[src/rtl/dma_controller.sv]
// dma_controller: single-channel byte-copy DMA engine with a 6-byte io register window and a bus master port.
// Define DMA_FILL_EN to build the constant-byte fill mode (CTRL bit2 / STATUS bit3).
module dma_controller #(
    parameter logic [7:0] DMA_ADDRESS = 8'h20
) (
    input  logic        clk,
    input  logic        rst,
    input  logic [7:0]  din,
    input  logic [7:0]  address,
    input  logic        w_en,
    input  logic        r_en,
    output logic [7:0]  dout,
    output logic        bus_req,
    input  logic        bus_gnt,
    output logic [15:0] m_address,
    output logic [7:0]  m_dout,
    output logic        m_w_en,
    output logic        m_r_en,
    input  logic [7:0]  m_din,
    output logic        done_flag
);

    typedef enum logic [2:0] {IDLE, REQ, READ, CAPTURE, WRITE} state_t;

    localparam logic [7:0] OFF_SRC_L = 8'd0;
    localparam logic [7:0] OFF_SRC_H = 8'd1;
    localparam logic [7:0] OFF_DST_L = 8'd2;
    localparam logic [7:0] OFF_DST_H = 8'd3;
    localparam logic [7:0] OFF_LEN   = 8'd4;
    localparam logic [7:0] OFF_CTRL  = 8'd5;

    state_t      state_reg;
    logic [15:0] src_reg;
    logic [15:0] dst_reg;
    logic [7:0]  len_reg;
    logic [7:0]  data_reg;
    logic        done_reg;
    logic        aborted_reg;
    logic        abort_pending_reg;
    logic        fill_mode;

    logic [7:0]  offset;
    logic        hit;
    logic        busy;
    logic        ctrl_wr;
    logic        start_wr;
    logic        abort_wr;
    logic        status_rd;

    // Unsigned wrap makes addresses below the base land outside the window.
    assign offset    = address - DMA_ADDRESS;
    assign hit       = (offset < 8'd6);
    assign busy      = (state_reg != IDLE);
    assign ctrl_wr   = w_en && hit && (offset == OFF_CTRL);
    assign start_wr  = ctrl_wr && din[0];
    assign abort_wr  = ctrl_wr && din[1];
    assign status_rd = r_en && hit && (offset == OFF_CTRL);

`ifdef DMA_FILL_EN
    logic fill_reg;
    assign fill_mode = fill_reg;
`else
    assign fill_mode = 1'b0;
`endif

    assign m_dout = (state_reg == WRITE) ? data_reg : 8'h00;

    always_comb begin
        dout = 8'h00;
        if (r_en && hit) begin
            case (offset)
                OFF_SRC_L: dout = src_reg[7:0];
                OFF_SRC_H: dout = src_reg[15:8];
                OFF_DST_L: dout = dst_reg[7:0];
                OFF_DST_H: dout = dst_reg[15:8];
                OFF_LEN:   dout = len_reg;
                OFF_CTRL:  dout = {4'b0000, fill_mode, aborted_reg, done_reg, busy};
                default:   dout = 8'h00;
            endcase
        end
    end

    always_ff @(posedge clk or negedge rst) begin
        if (!rst) begin
            state_reg         <= IDLE;
            src_reg           <= 16'h0000;
            dst_reg           <= 16'h0000;
            len_reg           <= 8'h00;
            data_reg          <= 8'h00;
            done_reg          <= 1'b0;
            aborted_reg       <= 1'b0;
            abort_pending_reg <= 1'b0;
            bus_req           <= 1'b0;
            m_address         <= 16'h0000;
            m_r_en            <= 1'b0;
            m_w_en            <= 1'b0;
            done_flag         <= 1'b0;
`ifdef DMA_FILL_EN
            fill_reg          <= 1'b0;
`endif
        end else begin
            // Bus strobes are single-cycle; each transition below re-arms them.
            m_r_en    <= 1'b0;
            m_w_en    <= 1'b0;
            m_address <= 16'h0000;
            done_flag <= 1'b0;
            if (status_rd) done_reg <= 1'b0;
            if (busy && abort_wr) abort_pending_reg <= 1'b1;

            case (state_reg)
                IDLE: begin
                    if (w_en && hit) begin
                        case (offset)
                            OFF_SRC_L: src_reg[7:0]  <= din;
                            OFF_SRC_H: src_reg[15:8] <= din;
                            OFF_DST_L: dst_reg[7:0]  <= din;
                            OFF_DST_H: dst_reg[15:8] <= din;
                            OFF_LEN:   len_reg       <= din;
                            default:   ;
                        endcase
                    end
                    if (start_wr && !abort_wr && (len_reg != 8'h00)) begin
                        state_reg         <= REQ;
                        bus_req           <= 1'b1;
                        done_reg          <= 1'b0;
                        aborted_reg       <= 1'b0;
                        abort_pending_reg <= 1'b0;
`ifdef DMA_FILL_EN
                        fill_reg <= din[2];
                        if (din[2]) data_reg <= src_reg[7:0];
`endif
                    end
                end
                REQ: begin
                    if (abort_pending_reg || abort_wr) begin
                        state_reg         <= IDLE;
                        bus_req           <= 1'b0;
                        aborted_reg       <= 1'b1;
                        abort_pending_reg <= 1'b0;
                    end else if (bus_gnt) begin
                        if (fill_mode) begin
                            state_reg <= WRITE;
                            m_address <= dst_reg;
                            m_w_en    <= 1'b1;
                        end else begin
                            state_reg <= READ;
                            m_address <= src_reg;
                            m_r_en    <= 1'b1;
                        end
                    end
                end
                READ: state_reg <= CAPTURE;
                CAPTURE: begin
                    data_reg  <= m_din;
                    state_reg <= WRITE;
                    m_address <= dst_reg;
                    m_w_en    <= 1'b1;
                end
                WRITE: begin
                    len_reg <= len_reg - 8'd1;
                    dst_reg <= dst_reg + 16'd1;
                    if (!fill_mode) src_reg <= src_reg + 16'd1;
                    // The final byte completes the transfer even if an abort is pending.
                    if (len_reg == 8'd1) begin
                        state_reg         <= IDLE;
                        bus_req           <= 1'b0;
                        done_reg          <= 1'b1;
                        done_flag         <= 1'b1;
                        abort_pending_reg <= 1'b0;
                    end else if (abort_pending_reg || abort_wr) begin
                        state_reg         <= IDLE;
                        bus_req           <= 1'b0;
                        aborted_reg       <= 1'b1;
                        abort_pending_reg <= 1'b0;
                    end else if (bus_gnt) begin
                        if (fill_mode) begin
                            state_reg <= WRITE;
                            m_address <= dst_reg + 16'd1;
                            m_w_en    <= 1'b1;
                        end else begin
                            state_reg <= READ;
                            m_address <= src_reg + 16'd1;
                            m_r_en    <= 1'b1;
                        end
                    end else begin
                        state_reg <= REQ;
                    end
                end
                default: state_reg <= IDLE;
            endcase
        end
    end

endmodule

[config.mk]
export PLATFORM = sky130hd
export DESIGN_NAME = dma_controller
export DESIGN_NICKNAME = d
export VERILOG_FILES = /design/src/rtl/dma_controller.sv
export SDC_FILE = /design/constraint.sdc
export NUM_CORES = 1
export LEC_CHECK = 0
export ABC_AREA = 1
export CORE_MARGIN = 5
export CORE_UTILIZATION = 29
export DETAILED_ROUTE_END_ITERATION = 8
export HOLD_SLACK_MARGIN = 0.12
export RECOVER_POWER = 50
export SYNTH_ARGS = -nofsm -noshare
export SYNTH_HDL_FRONTEND = slang
export SYNTH_SLANG_ARGS = --single-unit
[constraint.sdc]
create_clock -name clk -period 3.4 [get_ports clk]
set_input_delay 0.85 -clock clk [delete_from_list [all_inputs] [get_ports clk]]
set_output_delay 0.85 -clock clk [all_outputs]
set_load 0.02 [all_outputs]
==> summary.md <==
| Metric | Value |
|---|---|
| Non-filler cells, final | `970` |
| Worst vdd ir | `0.000316 V` |
| Worst rel slew slack | `-27.7%` |
| Num rows | `47` |
| Initial Util | `29.2%` |
| Critical path launch point type | `input port` |
| Avg Cell Area, Syn | `7.30 sq um` |
| Wire per inst | `16.2 um` |
| Antenna violations before repair | `0` |
| CTS tree | `built` |
| Sw Pwr | `1.89 mW` |
| Max-Cap Viols | `1` |
| Die extent in x | `138 um` |
| Combinational power share | `40.5%` |
| Clock latency on the worst-skew pair | `0.35 ns` |
| GP Congestion | `0.930` |
| Antenna Cells | `0` |
| Clock Power Share | `23.1%` |
| Slowest CP cell | `ha_4` |
| YS warnings | `0` |
| CP peak stage delay | `0.25 ns` |
| Share of cells above drive strength 1 | `17.2%` |
| Leakage power | `2.85 nW` |
| Post-synthesis register bit count | `74` |
| Vias/cell | `4.92` |
| Maximum clock rate | `0.301 GHz` |
| Max-slew violations | `75` |
| Pre-antenna DRT Iters | `5` |
| Netlist cell types | `42` |
| Crit Path Class | `in -> out` |
| Final min period | `3.32 ns` |
| WP data arrival | `2.47 ns` |
| Final hold viol count | `0` |
| Mapped Cells | `656` |
| Buf+Inv Stages, Crit Path | `4` |
| Worst EP required | `2.55 ns` |
| Seq pwr share | `36.4%` |
| Routed vias | `4772` |
| Status | `finished with violations` |
| H-tree depth | `3` |
| Crit end category | `primary output` |
| First-pass GRT wire length | `24800 um` |
| Sw frac | `43.9%` |
| Fin Hold WS | `0.477 ns` |
| Crit-path leading delay family | `simple AND/OR/NAND/NOR gates` |
| Port Buf Inserts | `64` |
| CP Max Fanout | `5` |
| Least-Margin Pin Slew | `1.91 ns` |
| Vias in the first global route | `4466` |
| Cell-internal power | `2.41 mW` |
| RSZ-0062 raised after global routing | `true` |
| CTS clk-pin slew, worst paths | `0.06 ns` |
| Worst Hold Class | `reg -> reg` |
| Die H | `138 um` |
| ANT nets after route | `0` |
| Post-synthesis sequential area ratio | `38.7%` |
| Total Routing Usage GR | `16.4%` |
| Bufs on Longest Clock Path | `2` |
| Mapped cell area | `4790 sq um` |
| Violated checks | `capacitance limit, slew limit` |
| Skew final | `0.00998 ns` |
| Detailed Route WL | `15700 um` |
| Gr ovfl total | `0` |
| Layout area overhead | `30.8%` |
| Drt initial violations | `488` |
| Critical path, cell by cell | `dlygate4sd2_1 > inv_2 > ha_4 > nand2_2 > nor2_4 > nand2_4 > nor2_4 > nand3_4 > buf_4 > o22ai_2 > nor3_2 > nor2_1 > buf_4` |
| Placed Cells | `947` |
| # setup viols final | `0` |
| Worst Setup Slack, final | `0.0793 ns` |
| Final period utilization | `97.7%` |
| Power Dens Cells | `687 nW/um^2` |
| # fillers | `1691` |
| Syn_nets | `690` |
| Die area | `19200 sq um` |
| Final nets | `779` |
| Cts bufs inserted | `9` |
| # DRC | `0` |
| Largest net degree at the start of global routing | `75` |
| Core area | `16400 sq um` |
| Sink Count | `74` |
| DP HPWL | `11500 um` |
| I/O pin count | `65` |
| Clk root buf | `clkbuf_16` |
| Worst slack, placed | `-0.667 ns` |
[through the flow]
| step | TNS [ns] | area, sq um | util (%) | total power, mW |
|---|---|---|---|---|
| after floorplan | 0 | 4790 | - | 2.63 |
| after global placement | -4.96 | 5800 | 35.3 | 3.27 |
| after detailed placement | -5.05 | 5800 | 35.3 | 3.28 |
| after CTS | 0 | 6130 | 37.4 | 4.30 |
| after global routing | -0.214 | 6260 | 38.2 | 4.61 |
| final | 0 | 6260 | 38.2 | 4.30 |
[cells by family after synthesis]
family / synth area share, %
buf+inv: 9.36
fa+ha+maj: 1.31
compound gates: 15.2
simple gates: 34.1
xor+xnor: 1.28
flops: 38.7
[Yosys cell counts]
cell type	n	area share, %
nand3_4	1	0.37
nor3_2	2	0.42
buf_6	5	1.2
clkbuf_1	5	0.39
o41ai_1	1	0.18
nor4_1	1	0.13
ha_1	5	1.3
a31oi_1	2	0.26
nand3_1	58	6.1
inv_1	80	6.3
or2_0	3	0.39
nand2_4	3	0.71
o21ai_2	2	0.37
xor2_1	7	1.3
or2_2	1	0.13
nand3_2	5	1.0
nand2_2	7	0.91
a21oi_2	1	0.18
a22oi_1	4	0.63
o22ai_1	18	2.4
or2_1	8	1.0
buf_4	1	0.16
o21ai_0	31	3.2
nor2_1	60	4.7
inv_4	1	0.13
nor2_4	11	2.6
nand4_1	5	0.65
o211ai_1	13	2.0
o21a_1	1	0.16
nand2_1	153	12
nor2_2	2	0.26
nor3_1	17	1.8
dfrtp_1	74	39
nor3_4	1	0.34
nand4_4	1	0.44
o21ai_1	36	3.8
nand3b_1	1	0.16
o21ai_4	2	0.68
buf_1	1	0.078
inv_2	8	0.63
buf_2	5	0.52
a21oi_1	13	1.4
[cell type report]
| cell class | instances | area (sq um) | share of cell area (%) |
|---|---|---|---|
| Clock inverter | 6 | 66.3 | 1.06 |
| Tap cell | 220 | 275 | 4.40 |
| Sequential cell | 74 | 1850 | 29.6 |
| Inverter | 89 | 337 | 5.38 |
| Clock buffer | 10 | 239 | 3.82 |
| Multi-Input combinational cell | 476 | 2620 | 41.8 |
| Timing Repair Buffer | 95 | 876 | 14.0 |
[layout by cell type (no fill, tap or decap), types with 2 or more instances in the layout]
cell               n
xor2_1             7
buf_6              2
dlygate4sd3_1      5
clkbuf_16          9
inv_1             79
a31oi_1            2
a22oi_1            4
nor2_4            12
dfrtp_1           74
ha_1               4
nand3_1           58
nand2_2           10
o211ai_1          13
buf_4             34
clkdlybuf4s50_1   46
or2_0              3
o21ai_4            2
o21ai_2            3
nand4_1            5
nor3_2             9
clkinvlp_4         3
nor2_1            57
a21oi_1           13
nand2_1          149
nor2_2             4
o21ai_0           29
or2_1              8
o22ai_2            8
o22ai_1           10
nand2_4            4
inv_2              9
clkbuf_2           2
nand3_2            5
nor3_1            10
buf_12             2
o21ai_1           37
dlymetal6s2s_1     2
[power by group through the flow]
stage	Sequential (mW)	Clock (mW)	Combinational (mW)
after CTS	1.55	1.01	1.74
after detailed placement	1.57	0	1.71
final	1.56	0.995	1.74
after global routing	1.61	1.06	1.93
after global placement	1.56	0	1.71
after floorplan	1.57	0	1.06
[final timing paths]
path / startpoint / to / slack (ns) / cells after the start
max in group asynchronous: rst / len_reg[1] / 1.24 / 1
hold reg to reg: bus_req / bus_req / 0.48 / 2
setup reg to reg: state_reg[1] / src_reg[1] / 0.60 / 9
hold / removal: bus_req / bus_req / 0.48 / 2
min in group asynchronous: rst / m_address[4] / 1.04 / 1
setup / recovery: address[6] / dout[6] / 0.08 / 13
[routing by layer]
metal / part of all wire [%] / wire, um / GRT usage [%]
met5: 0 / 0 / 0
met4: 2.8 / 436 / 6.50
met3: 6.8 / 1070 / 3.83
met2: 44 / 6880 / 24.3
met1: 47 / 7330 / 23.0
[tightest hold or removal path: stages, from the launching register on]
cell     delay [ns]
dfrtp_1        0.34
nand2_1        0.06
nand2_1        0.04
[timing repair]
item,CTS,global route
hold buffers,0,0
endpoints found under the setup margin,8,8
cloned,0,0
gates resized for setup,51,29
buffers inserted,1,6
hold endpoints to repair,0,0
pin swaps,14,8
Power figures use the tool's default switching activity.
